**src/rtl/meter_pkg.sv**
```systemverilog
// Shared parking-meter types: controller states, default coin/limit values and the
// saturating adder used for credit and top-up arithmetic.
package meter_pkg;

    typedef enum logic [2:0] {
        IDLE    = 3'd0,
        ACCUM   = 3'd1,
        RUN     = 3'd2,
        TOPUP   = 3'd3,
        EXPIRED = 3'd4
    } state_t;

    localparam int TIME_W_DEF       = 8;
    localparam int MAX_TIME_DEF     = 99;
    localparam int COIN_A_VALUE_DEF = 5;
    localparam int COIN_B_VALUE_DEF = 25;

    // Wide enough for any time value the meter uses; callers narrow the result.
    localparam int SAT_W = 16;

    function automatic logic [SAT_W-1:0] sat_add(input logic [SAT_W-1:0] x,
                                                 input logic [SAT_W-1:0] v,
                                                 input logic [SAT_W-1:0] max_v);
        logic [SAT_W:0] sum;
        sum = {1'b0, x} + {1'b0, v};
        return (sum > {1'b0, max_v}) ? max_v : sum[SAT_W-1:0];
    endfunction

endpackage

```
**src/rtl/sec_tick_gen.sv**
```systemverilog
// One-cycle tick every CLOCK_FREQ clocks; a synchronous clear restarts the second.
module sec_tick_gen #(
    parameter int CLOCK_FREQ = 50_000_000
) (
    input  logic clk,
    input  logic reset_n,
    input  logic clr,
    output logic tick
);

    localparam int CNT_W = (CLOCK_FREQ > 1) ? $clog2(CLOCK_FREQ) : 1;
    localparam logic [CNT_W-1:0] LAST = CNT_W'(CLOCK_FREQ - 1);

    logic [CNT_W-1:0] cnt_q, cnt_d;

    always_comb begin
        tick  = !clr && (cnt_q == LAST);
        cnt_d = (clr || tick) ? '0 : cnt_q + 1'b1;
    end

    always_ff @(posedge clk or negedge reset_n) begin
        if (!reset_n) cnt_q <= '0;
        else          cnt_q <= cnt_d;
    end

endmodule

```
**src/rtl/meter_credit_ctrl.sv**
```systemverilog
// Parking-meter payment front end: coin edges become credit, credit loads the countdown
// timer, running time can be topped up, and expiry is flagged.
module meter_credit_ctrl
    import meter_pkg::*;
#(
    parameter int CLOCK_FREQ     = 50_000_000,
    parameter int TIME_W         = TIME_W_DEF,
    parameter int MAX_TIME       = MAX_TIME_DEF,
    parameter int COIN_A_VALUE   = COIN_A_VALUE_DEF,
    parameter int COIN_B_VALUE   = COIN_B_VALUE_DEF,
    parameter int IDLE_TIMEOUT_S = 5
) (
    input  logic              clk,
    input  logic              reset_n,
    input  logic              coin_a,
    input  logic              coin_b,
    input  logic              start,
    input  logic              cancel,
    input  logic [TIME_W-1:0] time_remaining,
    output logic [TIME_W-1:0] time_in,
    output logic              enable,
    output logic [TIME_W-1:0] credit,
    output logic              expired,
    output logic              coin_reject,
    output logic [2:0]        state_out
);

    localparam logic [TIME_W-1:0] MAX_T = TIME_W'(MAX_TIME);
    localparam logic [TIME_W-1:0] VAL_A = TIME_W'(COIN_A_VALUE);
    localparam logic [TIME_W-1:0] VAL_B = TIME_W'(COIN_B_VALUE);
    localparam int SEC_W = (IDLE_TIMEOUT_S > 1) ? $clog2(IDLE_TIMEOUT_S + 1) : 1;
    localparam logic [SEC_W-1:0] TO_LAST = SEC_W'(IDLE_TIMEOUT_S - 1);

    // Previous input levels and the registered edge events derived from them.
    logic              coin_a_q, coin_b_q, start_q, cancel_q;
    logic [TIME_W:0]   v_q, v_d;
    logic              start_ev_q, start_ev_d, cancel_ev_q, cancel_ev_d;

    state_t            state_q, state_d;
    logic [TIME_W-1:0] credit_q, credit_d, topup_q, topup_d, time_in_q, time_in_d;
    logic              pend_q, pend_d, enable_q, enable_d, expired_q, expired_d;
    logic              coin_reject_q, coin_reject_d;
    logic [SEC_W-1:0]  sec_cnt_q, sec_cnt_d;

    logic              coin_in, tick, tmr_clr, timeout;
    logic [TIME_W-1:0] sat_base, sum;

    sec_tick_gen #(.CLOCK_FREQ(CLOCK_FREQ)) u_tick (
        .clk     (clk),
        .reset_n (reset_n),
        .clr     (tmr_clr),
        .tick    (tick)
    );

    always_comb begin
        v_d         = ((coin_a && !coin_a_q) ? {1'b0, VAL_A} : '0)
                    + ((coin_b && !coin_b_q) ? {1'b0, VAL_B} : '0);
        start_ev_d  = start && !start_q;
        cancel_ev_d = cancel && !cancel_q;

        coin_in   = (v_q != '0);
        tmr_clr   = (state_q != ACCUM) || coin_in;
        timeout   = tick && (sec_cnt_q == TO_LAST);
        sec_cnt_d = tmr_clr ? '0 : ((tick && !timeout) ? sec_cnt_q + 1'b1 : sec_cnt_q);

        // sat_base is whatever the incoming coin value is added to in the current state.
        case (state_q)
            ACCUM:   sat_base = credit_q;
            RUN:     sat_base = time_remaining;
            TOPUP:   sat_base = topup_q;
            default: sat_base = '0;
        endcase
        sum           = TIME_W'(sat_add(SAT_W'(sat_base), SAT_W'(v_q), SAT_W'(MAX_T)));
        coin_reject_d = coin_in && (sat_base == MAX_T);

        state_d  = state_q;
        credit_d = credit_q;
        topup_d  = topup_q;
        pend_d   = pend_q;
        case (state_q)
            IDLE: if (coin_in) begin
                state_d  = ACCUM;
                credit_d = sum;
            end
            ACCUM: begin
                if (cancel_ev_q) begin
                    state_d  = IDLE;
                    credit_d = '0;
                    pend_d   = 1'b0;
                end else begin
                    if (start_ev_q || timeout) pend_d = 1'b1;
                    // Only hand over once the timer is known to hold the unchanged credit.
                    if (coin_in) begin
                        credit_d = sum;
                    end else if (pend_q && (time_remaining == credit_q)) begin
                        state_d  = RUN;
                        credit_d = '0;
                        pend_d   = 1'b0;
                    end
                end
            end
            RUN: begin
                if (coin_in) begin
                    state_d = TOPUP;
                    topup_d = sum;
                end else if (time_remaining == '0) begin
                    state_d = EXPIRED;
                end
            end
            TOPUP: begin
                if (coin_in) topup_d = sum;
                else         state_d = RUN;
            end
            EXPIRED: begin
                if (coin_in) begin
                    state_d  = ACCUM;
                    credit_d = sum;
                end else if (cancel_ev_q) begin
                    state_d = IDLE;
                end
            end
            default: state_d = IDLE;
        endcase

        enable_d  = (state_d == RUN);
        expired_d = (state_d == EXPIRED);
        case (state_d)
            ACCUM:   time_in_d = credit_d;
            TOPUP:   time_in_d = topup_d;
            default: time_in_d = '0;
        endcase
    end

    always_ff @(posedge clk or negedge reset_n) begin
        if (!reset_n) begin
            coin_a_q      <= 1'b0;
            coin_b_q      <= 1'b0;
            start_q       <= 1'b0;
            cancel_q      <= 1'b0;
            v_q           <= '0;
            start_ev_q    <= 1'b0;
            cancel_ev_q   <= 1'b0;
            state_q       <= IDLE;
            credit_q      <= '0;
            topup_q       <= '0;
            pend_q        <= 1'b0;
            sec_cnt_q     <= '0;
            time_in_q     <= '0;
            enable_q      <= 1'b0;
            expired_q     <= 1'b0;
            coin_reject_q <= 1'b0;
        end else begin
            coin_a_q      <= coin_a;
            coin_b_q      <= coin_b;
            start_q       <= start;
            cancel_q      <= cancel;
            v_q           <= v_d;
            start_ev_q    <= start_ev_d;
            cancel_ev_q   <= cancel_ev_d;
            state_q       <= state_d;
            credit_q      <= credit_d;
            topup_q       <= topup_d;
            pend_q        <= pend_d;
            sec_cnt_q     <= sec_cnt_d;
            time_in_q     <= time_in_d;
            enable_q      <= enable_d;
            expired_q     <= expired_d;
            coin_reject_q <= coin_reject_d;
        end
    end

    assign time_in     = time_in_q;
    assign enable      = enable_q;
    assign credit      = credit_q;
    assign expired     = expired_q;
    assign coin_reject = coin_reject_q;
    assign state_out   = state_q;

endmodule

```
**config.mk**
```make
export PLATFORM = sky130hd
export DESIGN_NAME = meter_credit_ctrl
export DESIGN_NICKNAME = d
export VERILOG_FILES = /design/src/rtl/meter_pkg.sv /design/src/rtl/sec_tick_gen.sv /design/src/rtl/meter_credit_ctrl.sv
export SDC_FILE = /design/constraint.sdc
export NUM_CORES = 1
export LEC_CHECK = 0
export CAP_MARGIN = 20
export CORE_MARGIN = 2
export CORE_UTILIZATION = 57
export DETAILED_ROUTE_END_ITERATION = 16
export GPL_TIMING_DRIVEN = 0
export PLACE_DENSITY = 0.92
export SLEW_MARGIN = 15
export SYNTH_ARGS = -nofsm -noshare
export SYNTH_HDL_FRONTEND = slang
export SYNTH_SLANG_ARGS = --single-unit
```
**constraint.sdc**
```tcl
create_clock -name clk -period 4.7 [get_ports clk]
set_clock_uncertainty 0.1 [all_clocks]
set_input_delay 0.705 -clock clk [delete_from_list [all_inputs] [get_ports clk]]
set_output_delay 0.705 -clock clk [all_outputs]
set_load 0.01 [all_outputs]
```
Yosys cells after proc, flatten, opt, wreduce, memory -nomap -nowiden
Index checks and enable logic that the tools add are counted.
W data, S select, Z words.

word-level totals
  register bits after elaboration = 72
  input bits = 14
  output and inout bits = 22
  word-level logic and storage cells = 88

operators by class
  add/sub/neg operators = 4
  $lt $le $gt $ge = 1
  equal/unequal tests = 13
  multiplexer cells = 29
  reductions and logical operators = 24

operators with widths
  cell                     number
  $mux W8                  7
  $mux W3                  12
  $pmux W8 S2              2
  $add A26 B1 Y26 const B  1
  $eq A26 B26 Y1 const B   1
  $mux W26                 1
  $pmux W8 S3              1
  $pmux W3 S5              1
  $eq A3 B2 Y1 const B     4
  $add A8 B6 Y9            1
  $eq A3 B3 Y1 const B     3
  $gt A9 B7 Y1 const B     1
  $logic_and A1 B1 Y1      9
  $reduce_bool A9 Y1       1
  $eq A8 B7 Y1 const B     1
  $eq A8 B8 Y1             1
  $logic_not A8 Y1         1
  $add A3 B5 Y6            1
  $eq A3 B1 Y1 const B     2
  $logic_not A1 Y1         6
  $mux W5                  1
  $mux W1                  4
  $reduce_or A2 Y1         2
  $add A3 B1 Y3 const B    1
  other kinds (4)          6

Longest topological paths before layout
  depth after elaboration = 10
  mapped depth = 14
  gate-level depth less buffers = 13

Modules after synthesis
A second synthesis with hierarchy kept.

unflattened totals
  cells, all modules = 380
  area total of the unflattened synthesis = 3817.4 sq um

modules (own cells, without submodules)
  module             instances  cells an instance  area each (sq um)  seq. area each (sq um)
  meter_credit_ctrl  1          223                2347.3             1101.1
  sec_tick_gen       1          157                1470.2             650.6

Least setup slack after synthesis
Ideal clock, no wire load.

  path kind = reg-to-reg
  start point = register state_q[1], in the netlist state_out[1]
  end point = register topup_q[1]
  setup time = 137 ps
  arrival time = 3160 ps
  required time = 4463 ps
  path slack = 1303 ps
  stages on the path, launching flop included = 14
  path buffers = 2
  clock period less this slack = 3397 ps
  cells stage by stage = dfrtp_1 buf_6 clkbuf_1 mux2_2 a22oi_1 nor2_1 ha_1 a21oi_1 nor2_1 a2111oi_1 nand2_1 a311o_1 a21boi_0 o21ai_0

between the ends
  longest elaborated chain between the ends = 7
  elaborated cells between the ends (all ways) = 10
  classes of those cells = add/sub (1); order compare (1); eq/ne (3); mux (4); reduce/logical (1)

RTL lines
  item                                                 line                                                text
  start, declared                                      meter_credit_ctrl.sv:39                             state_t state_q, state_d;
  start signal, assigned                               meter_credit_ctrl.sv:160                            state_q <= state_d;
  $eq A3 B2 Y1 / $eq A3 B1 Y1 (equally long branches)  meter_credit_ctrl.sv:67, meter_credit_ctrl.sv:80
  $pmux W8 S3                                          meter_credit_ctrl.sv:67                             case (state_q)
  $add A8 B6 Y9                                        meter_pkg.sv:25                                     sum = {1'b0, x} + {1'b0, v};
  $gt A9 B7 Y1                                         meter_pkg.sv:26                                     return (sum > {1'b0, max_v}) ? max_v : sum[SAT_W-1:0];
  $mux W8                                              meter_pkg.sv:26
  $mux W8                                              meter_credit_ctrl.sv:103, meter_credit_ctrl.sv:111
  $mux W8 *                                            -
  via topup_d[1]                                       meter_credit_ctrl.sv:40                             logic [TIME_W-1:0] credit_q, credit_d, topup_q, topup_d, time_in_q, time_in_d;
  end signal, assigned                                 meter_credit_ctrl.sv:162                            topup_q <= topup_d;
  end, declared                                        meter_credit_ctrl.sv:40

Mark *: on every way through the listed nets, which the timed path passes. The rest lies on a longest branch.
A chain may end at the register's enable or synchronous reset.

Worst setup path in the final report
  start point = register state_q[0], in the netlist state_out[0]
  end point = register time_in_q[1], in the netlist time_in[1]

between the ends
  longest elaborated chain between the ends = 9
  elaborated cells between the ends (all ways) = 30
  classes of those cells = add/sub (1); order compare (1); eq/ne (6); mux (19); reduce/logical (3)

RTL lines
  item                                                 line                                              text
  $eq A3 B2 Y1 / $eq A3 B1 Y1 (equally long branches)  meter_credit_ctrl.sv:67, meter_credit_ctrl.sv:80
  $pmux W8 S3                                          meter_credit_ctrl.sv:67
  $add A8 B6 Y9                                        meter_pkg.sv:25
  $gt A9 B7 Y1                                         meter_pkg.sv:26
  $mux W8                                              meter_pkg.sv:26
  $mux W8                                              meter_credit_ctrl.sv:93                           if (coin_in) begin
  $mux W8                                              meter_credit_ctrl.sv:86                           if (cancel_ev_q) begin
  $pmux W8 S2                                          meter_credit_ctrl.sv:80                           case (state_q)
  $pmux W8 S2 *                                        meter_credit_ctrl.sv:127                          case (state_d)
  via time_in_d[1]                                     meter_credit_ctrl.sv:40
  end signal, assigned                                 meter_credit_ctrl.sv:165                          time_in_q <= time_in_d;
  end, declared                                        meter_credit_ctrl.sv:40

Marks and branches as above.

==> flow_summary.json <==
{
  "via_per_inst": 6.05,
  "relSlewSlack": 0.463,
  "core_um2": 6310,
  "p_int_mw": 1.29,
  "synth_cell_types": 55,
  "crit_type": "reg2reg",
  "rr_worst_depth": 14,
  "antenna_found_initial": 0,
  "tightest_slew_ps": 800,
  "p_leak_nw": 1.82,
  "yosys_warnings": 0,
  "syn_inst": 372,
  "grtUsageMet3": 0.0698,
  "synth_area_leaders": "dfrtp_1 (48%), xor2_1 (4.5%), nor2_1 (4.0%)",
  "grt_max_degree": 38,
  "drt-total-wl_mm": 8.42,
  "end_kind": "flop",
  "cts_max_path_buffers": 2,
  "hold_path_class": "in2async",
  "multi_input_area_um2": 1820,
  "cp_top_family": "compound AO/OA/AOI/OAI gates",
  "met2_usage": 0.406,
  "dieHeight_um": 84.4,
  "timing.final.crit_share": 0.866,
  "syn_avg_cell_area_um2": 9.90,
  "pwr-share-clk": 0.248,
  "io_buffer_count": 35,
  "ant_nets": 0,
  "vias": 3029,
  "chipWidth_um": 84.4,
  "cts_setup_buffers": 0,
  "rsz0062_at_grt": "no",
  "run_status": "complete, no violations",
  "post-dp-hpwl_mm": 6.15,
  "final-hold-violation-count": 0,
  "seq_area_um2": 1750,
  "finalNonFillerCells": 501,
  "crit_path_max_fanout": 10,
  "clk_pin_slew_ps": 70,
  "worstReg2RegStart": "state_out[0]$_DFF_PN0_",
  "critPathBufInv": 3,
  "cts_inserted_buffers": 9,
  "grt_pass1_vias": 2994,
  "switching_power_mw": 0.686,
  "crit_slowest_cell": "a2111oi_1",
  "diodes": 0,
  "globalRoute.totalOverflow": 0,
  "use_met1": 0.330,
  "clock_sinks": 70,
  "start_util": 0.583,
  "drt_iter0_drc": 307,
  "syn_area_um2": 3680,
  "worstSkewPairLatency_ps": 350,
  "netlist_top_cells_count": "dfrtp_1 (70), nor2_1 (39), nand2_1 (31)",
  "gp_congestion": 0.938,
  "pwr-share-comb": 0.360,
  "slowest_delay_ps": 470,
  "grt_busiest_layer": "met2",
  "synth_top_area_cell": "dfrtp_1",
  "fin_setup_tns_ps": 0,
  "cp_data_arrival_time_ps": 4180,
  "place_inst": 485,
  "drv_slew": 0,
  "ff2ff_setup_slack_ps": 630,
  "area_growth_pct": 18.1,
  "synthFlopType": "dfrtp_1",
  "path_cells": "buf_2 > buf_1 > a22oi_1 > nor2_1 > ha_1 > inv_1 > fa_1 > nand2b_1 > a21oi_1 > a2111oi_1 > nand2_1 > a311o_1 > a21boi_0 > o21ai_0",
  "synth.most_common_cell": "dfrtp_1",
  "power.share.sequential": 0.392,
  "drc": 0,
  "cts_tree": "built",
  "worst_ep_required_time_ps": 4810,
  "grt.total_usage": 0.252,
  "grt_pass1_wl_mm": 14.1,
  "clock-root-buffer": "clkbuf_8",
  "hold_buffers": 0,
  "first_pass_iters": 4,
  "sw_frac_of_total": 0.347,
  "ys_async_sr_fraction": 1.00,
  "power_density_nw_per_um2": 455,
  "setup-violations-final": 0,
  "io_pins": 36,
  "drv_cap": 0,
  "cts_resized": 0,
  "fillers": 494,
  "cts_max_level": 3,
  "synth-edff-count": 0,
  "period_minus_slack_ps": 4070,
  "max_freq_mhz": 246,
  "wl_per_cell_um": 16.8,
  "rows": 29,
  "synth_nets": 396,
  "synth.top_cell.area_share": 0.476,
  "crit_path_start_kind": "flop",
  "dieArea_um2": 7120,
  "ir_worst_vdd_mv": 0.348,
  "yosysSeqAreaShare": 0.476,
  "drive_gt1_frac": 0.0778,
  "r2r_end": "time_in[1]$_DFF_PN0_",
  "nNetsFinal": 443,
  "synth-seq-cells": 70
}
## how the worst max path moves through the flow
stage	from	endpoint	slack [ps]	cells after the start
finish	state_out[0]$_DFF_PN0_	time_in[1]$_DFF_PN0_	630	14
global route	state_out[0]$_DFF_PN0_	time_in[1]$_DFF_PN0_	250	14
CTS	state_out[0]$_DFF_PN0_	time_in[1]$_DFF_PN0_	650	14
detailed placement	time_remaining[0]	time_in[1]$_DFF_PN0_	520	13
global placement	reset_n	credit[2]$_DFF_PN0_	640	1
floorplan	state_out[1]$_DFF_PN0_	topup_q[1]$_DFF_PN0_	1300	13
## flip-flops by register name, indices dropped and copies added (netlist names), 3 cells and up
name	count
u_tick.cnt_q	26
v_q	4
time_in	8
topup_q	8
credit	8
state_out	3
sec_cnt_q	3
## logic make-up after synthesis
family | after synthesis | synth area share
AND/OR/NAND/NOR | 144 | 0.199
AO/OA/AOI/OAI | 79 | 0.152
flip-flops | 70 | 0.476
XOR/XNOR | 31 | 0.0737
buffers and inverters | 26 | 0.0292
multiplexers | 12 | 0.0347
adder cells (fa/ha/maj) | 10 | 0.0360
## power by group through the flow
stage | Sequential, mW | Combinational (mW) | Clock (mW)
6_report | 0.775 | 0.713 | 0.490
4_1_cts | 0.774 | 0.708 | 0.499
5_1_grt | 0.784 | 0.785 | 0.525
3_3_place_gp | 0.781 | 0.672 | 0
3_5_place_dp | 0.783 | 0.703 | 0
2_1_floorplan | 0.794 | 0.419 | 0
## routing by layer
metal | wire [um] | vias to the layer above
met2 | 4160 | 95
met4 | 181 | 0
met1 | 3590 | 1487
met5 | 0 | -
met3 | 497 | 18
li1 | - | 1429
## cell type report
class | instances | area share
buffer | 10 | 0.0109
timing repair buffer | 36 | 0.0846
clock buffer | 13 | 0.0365
sequential | 70 | 0.403
multi-input combinational | 276 | 0.419
tap | 77 | 0.0222
inverter | 16 | 0.0138
clock inverter | 3 | 0.00978
## placed cells by master, fill, tap and decap left out, drive strengths merged, types with 3 or more instances in the layout
master         count
clkdlybuf4s50     34
or3                8
a211o              3
buf                6
mux2i              6
clkbuf            19
a32o               6
a21boi             3
a21oi             18
xnor2             12
nor2b              7
xor2              19
nand3             16
o21ai             18
nor4               6
nor2              39
a211oi             5
nor3              11
nand2             31
and2               4
mux2               6
a22oi              5
and3               3
dfrtp             70
o31ai              3
ha                 9
nand4              5
nand2b             6
a22o               4
inv               16
## per-stage QoR
stage           util  total power, mW  hold slack (ps)  worst slack, ps  area, um2
5_1_grt        0.689             2.09              217              249       4350
2_1_floorplan      -             1.21              278             1300       3680
3_5_place_dp   0.657             1.49              287              518       4150
3_3_place_gp   0.654             1.45              282              636       4130
4_1_cts        0.689             1.98              204              649       4350
6_report       0.689             1.98              200              629       4350
(Power assumes the default switching activity.)
==> patch 1, RTL diff (same flow settings) <==
Register the output `expired` once more, cleared by the reset; this adds one clock of latency there. The other outputs are not delayed to match.
--- a/src/rtl/meter_credit_ctrl.sv
+++ b/src/rtl/meter_credit_ctrl.sv
@@ -172,7 +172,13 @@
     assign time_in     = time_in_q;
     assign enable      = enable_q;
     assign credit      = credit_q;
-    assign expired     = expired_q;
+    always_ff @(posedge clk or negedge reset_n) begin
+        if (!reset_n) begin
+            expired <= '0;
+        end else begin
+            expired <= expired_q;
+        end
+    end
     assign coin_reject = coin_reject_q;
     assign state_out   = state_q;
 
Formal check against the unedited RTL: not equivalent (a bounded check fails within 10 cycles, from zero or initial values and one cycle with reset_n low).
==> patch 1 against the original RTL <==
  * Synthesized area grew 1.0%
  * Design area grew 1.0%
  * Count of clock-buffer cells in the layout shrank 3
  * Power shrank 4.6%
  * Synthesized cell count shrank 1.3%
  * Setup slack lost 0.33 ns
  * Sequential cell count grew 1
  * Sequential power shrank 2.7%
  * Routed wire length grew 2.6%
  * Die area grew 0.97%
  * Via count grew 0.59%
  * Largest power group unchanged
==> patch 1: results (changes against the original RTL) <==
Outcome
  – Outcome: finished clean

Global routing
  – GRT Total Usage: 25.81% (+0.62 points)
  – Pin count of the biggest net entering global routing: 58 (+53%)
  – Vias in the first global route: 3086 (+3.1%)

Drt
  – Wire length on met1: 3517 um (-2.0%)
  – 1st-iter DRT viols: 314 (+2.3%)
  – Met2 WL: 4329 um (+4.2%)
  – DR pass1 iterations: 5 (+1)
  – Total number of vias: 3047 (+0.59%)
  – Avg WL per Cell: 17.38 um (+3.4%)
  – Met3 wire len: 474 um (-4.6%)

Synthesis
  – Synth area leaders: dfrtp_1 48%, nor2_1 4.6%, xnor2_1 4.2%, xor2_1 4.0%, ha_1 3.0%
  – Seq/Total Area, Yosys: 47.76% (+0.19 points)
  – Mapped Cells: 367 (-1.3%)
  – Distinct cells, synth: 54 (-1.8%)
  – Commonest cells post-synth: 71 x dfrtp_1, 46 x nor2_1, 23 x nand2_1, 18 x xnor2_1, 17 x xor2_1
  – Syn nets: 391 (-1.3%)

Pwr
  – Share of total power in sequential cells: 40.0% (+0.8 points)
  – Peak supply drop: 307.8 uV (-11%)
  – Sw frac: 33.83% (-0.83 points)
  – Clock-net power: 0.494 mW (+0.8%)
  – Total power: 1.887 mW (-4.6%)
  – Pleak: 1.811 nW (-0.23%)

Finish
  – Share of cells above drive strength 1: 10.00% (+2.2 points)
  – Post-layout net count: 439 (-0.90%)

Setup path
  – CP arrival: 4.54 ns (+0.36 ns)
  – Largest stage delay, worst path: 0.60 ns (+0.13 ns)

STA
  – Fin crit share: 93.74% (+7.1 points)
  – Slew headroom: 49.02% (+2.8 points)

Placed design
  – Worst slack, placed: 0.4462 ns (-0.07136 ns)
  – Routability cong.: 0.9475 (+1.1%)
  – Placed insts: 480 (-1.0%)
  – DPL Wire Length: 5965 um (-3.0%)
patch 1: cell families (layout without fill, tap and decap cells):
family / Yosys count / count (layout) / synth area share (%)
adder cells (fa/ha/maj): 10 / 10 / 3.565
multiplexers: 13 / 13 / 3.734
flip-flops: 71 / 71 / 47.76
AO/OA/AOI/OAI: 69 / 69 / 13.49
buffers and inverters: 22 / 75 / 3.027
AND/OR/NAND/NOR: 147 / 147 / 20.18
XOR/XNOR: 35 / 35 / 8.241
patch 1: cell type report:
type	instances	area, sq um	area share [%]
multi-input cells	274	1831	41.67
flip-flops and latches	71	1777	40.44
repair buffers	37	380.4	8.659
clock buffers	10	127.6	2.905
well taps	77	96.34	2.193
plain buffers	13	78.83	1.794
clock inverters	6	68.82	1.567
inverters	9	33.78	0.7690
patch 1: worst paths after layout:
check	from	end	slack, ns	cells after the start
min in group clk	expired_q$_DFF_PN0_	expired$_DFF_PN0_	0.26	0
min reg2reg	expired_q$_DFF_PN0_	expired$_DFF_PN0_	0.26	0
max reg2reg	state_out[0]$_DFF_PN0_	time_in[0]$_DFF_PN0_	0.29	15
min	reset_n	credit[3]$_DFF_PN0_	0.09	1
max	state_out[0]$_DFF_PN0_	time_in[0]$_DFF_PN0_	0.29	15
max in group asynchronous	reset_n	credit[5]$_DFF_PN0_	3.87	2
patch 1: routing by layer:
metal / vias to the layer above / GRT usage [%]
li1: 1406 / -
met1: 1464 / 32.28
met2: 141 / 42.09
met3: 36 / 4.818
met4: 0 / 14.72
met5: - / 0
==> patch 2, RTL diff (config.mk and constraints unchanged) <==
Made on the original files. Change the package constant `TIME_W_DEF` from 8 to 9.
--- a/src/rtl/meter_pkg.sv
+++ b/src/rtl/meter_pkg.sv
@@ -10,7 +10,7 @@
         EXPIRED = 3'd4
     } state_t;
 
-    localparam int TIME_W_DEF       = 8;
+    localparam int TIME_W_DEF       = 9;
     localparam int MAX_TIME_DEF     = 99;
     localparam int COIN_A_VALUE_DEF = 5;
     localparam int COIN_B_VALUE_DEF = 25;
Ports: changed (resized credit, time_in and time_remaining); port bits go from 36 to 39. No check against the original RTL was run, so the function may have changed too.
==> patch 2 against the original RTL <==
  * Setup slack gained 0.28 ns
  * Highest routed layer unchanged
  * Power down 17%
  * Sequential cell count up 3
  * Synthesized area increased by 3.0%
  * Largest cell class unchanged
  * Design area increased by 2.2%
  * Routed wire length rose by 2.6%
  * Critical path depth decreased by 2
==> patch 2: results (changes against the original RTL) <==
Outcome
  – Outcome: finished clean

Pwr
  – Cell Int Power: 1.110 mW (-14%)
  – Peak supply drop: 305.6 uV (-12%)
  – Gate power share: 29.4% (-6.6 points)
  – Sw frac: 32.16% (-2.5 points)
  – Seq pwr: 0.746 mW (-3.7%)
  – Pleak: 1.880 nW (+3.5%)

Setup path
  – End of the critical path: topup_q[1]$_DFF_PN0_
  – Reg2reg setup slack: 0.91 ns (+0.28 ns)
  – Critical R2R Capture: topup_q[1]$_DFF_PN0_
  – CP Launch Point: state_out[0]$_DFF_PN0_
  – Critical path's slowest cell: o31ai_2
  – Largest stage delay, worst path: 0.52 ns (+0.05 ns)
  – R2R depth: 12 (-2)
  – CP arrival: 3.93 ns (-0.25 ns)

Synthesis
  – Synth warn: 0 (unchanged)
  – Synth area leaders: dfrtp_1 48%, xor2_1 5.1%, nor2_1 5.0%, xnor2_1 3.9%, nand2_1 3.7%
  – Seq/Total Area, Yosys: 48.18% (+0.61 points)
  – Post-synth ARST share: 100.0% (unchanged)
  – Distinct cells, synth: 53 (-3.6%)
  – Syn nets: 399 (+0.76%)
  – Commonest cells post-synth: 73 x dfrtp_1, 51 x nor2_1, 37 x nand2_1, 22 x xor2_1, 17 x xnor2_1

Clock tree
  – Clk buf depth: 2 (unchanged)
  – Setup bufs post-CTS: 0 (unchanged)
  – Clk_lat worst skew: 0.35 ns (about the same)
  – Cts repair resizes: 0 (unchanged)

Finish
  – Share of cells above drive strength 1: 9.624% (+1.8 points)
  – Diodes inserted: 0 (unchanged)
  – Post-layout net count: 449 (+1.4%)

Global routing
  – Met2 usage: 39.42% (-1.2 points)
  – First-pass GRT wire length: 14430 um (+2.3%)
  – Met3 usage: 7.315% (+0.33 points)
  – Pin count of the biggest net entering global routing: 56 (+47%)
  – Met1 global-route usage: 34.49% (+1.5 points)
  – GRT Total Usage: 25.57% (+0.38 points)
  – Antenna violations before repair: 0 (unchanged)
  – Vias in the first global route: 2976 (-0.60%)

Placed design
  – Routability cong.: 0.9402 (+0.28%)
  – DPL Wire Length: 6215 um (+1.1%)
  – Post-DP Area: 4293 sq um (+3.5%)
  – Port Buffers: 38 (+8.6%)

Drt
  – 1st-iter DRT viols: 263 (-14%)
  – Wire length on met1: 3762 um (+4.8%)
  – Met2 WL: 4038 um (-2.8%)
  – Met3 wire len: 602 um (+21%)
  – Final wirelength: 8642 um (+2.6%)
  – DR pass1 iterations: 6 (+2)
  – Vias/cell: 5.992 (-0.89%)

STA
  – Slew headroom: 47.39% (+1.1 points)
## patch 2: changes by cell type after synthesis, moves of 5 or more
cell and delta:
a21oi_1 -5, xnor2_1 +5, or3_1 -8, nor2_1 +12, o21ai_0 -5, inv_1 -6, nand2_1 +6, a32o_1 -5
## patch 2: per-stage QoR
step / setup slack [ns] / std cells
2_1_floorplan: 1.415 / 374
3_3_place_gp: 0.4319 / 489
3_5_place_dp: 0.8819 / 490
4_1_cts: 0.9919 / 503
5_1_grt: 0.7202 / 503
6_report: 0.9077 / 503
## patch 2: how the worst min path moves through the flow
stage / slack (ns) / depth (start not counted) / to / startpoint
2_1_floorplan: 0.28 / 1 / cancel_ev_q$_DFF_PN0_ / cancel_q$_DFF_PN0_
3_3_place_gp: 0.28 / 1 / start_ev_q$_DFF_PN0_ / start_q$_DFF_PN0_
3_5_place_dp: 0.29 / 1 / start_ev_q$_DFF_PN0_ / start_q$_DFF_PN0_
4_1_cts: 0.13 / 1 / u_tick.cnt_q[4]$_DFF_PN0_ / reset_n
5_1_grt: 0.14 / 1 / u_tick.cnt_q[5]$_DFF_PN0_ / reset_n
6_report: 0.13 / 1 / u_tick.cnt_q[4]$_DFF_PN0_ / reset_n
## patch 2: kinds of logic after synthesis
| family | synth area share [%] |
|---|---|
| multiplexers | 3.400 |
| flip-flops | 48.18 |
| XOR/XNOR | 9.439 |
| AND/OR/NAND/NOR | 19.54 |
| AO/OA/AOI/OAI | 13.14 |
| buffers and inverters | 2.805 |
| adder cells (fa/ha/maj) | 3.498 |
## patch 2: cell type report
type	instances	area, sq um
multi-input cells	281	1858
well taps	77	96.34
clock inverters	1	5.005
flip-flops and latches	73	1827
fillers	459	1943
repair buffers	39	405.4
plain buffers	10	68.82
clock buffers	12	145.1
inverters	10	37.54
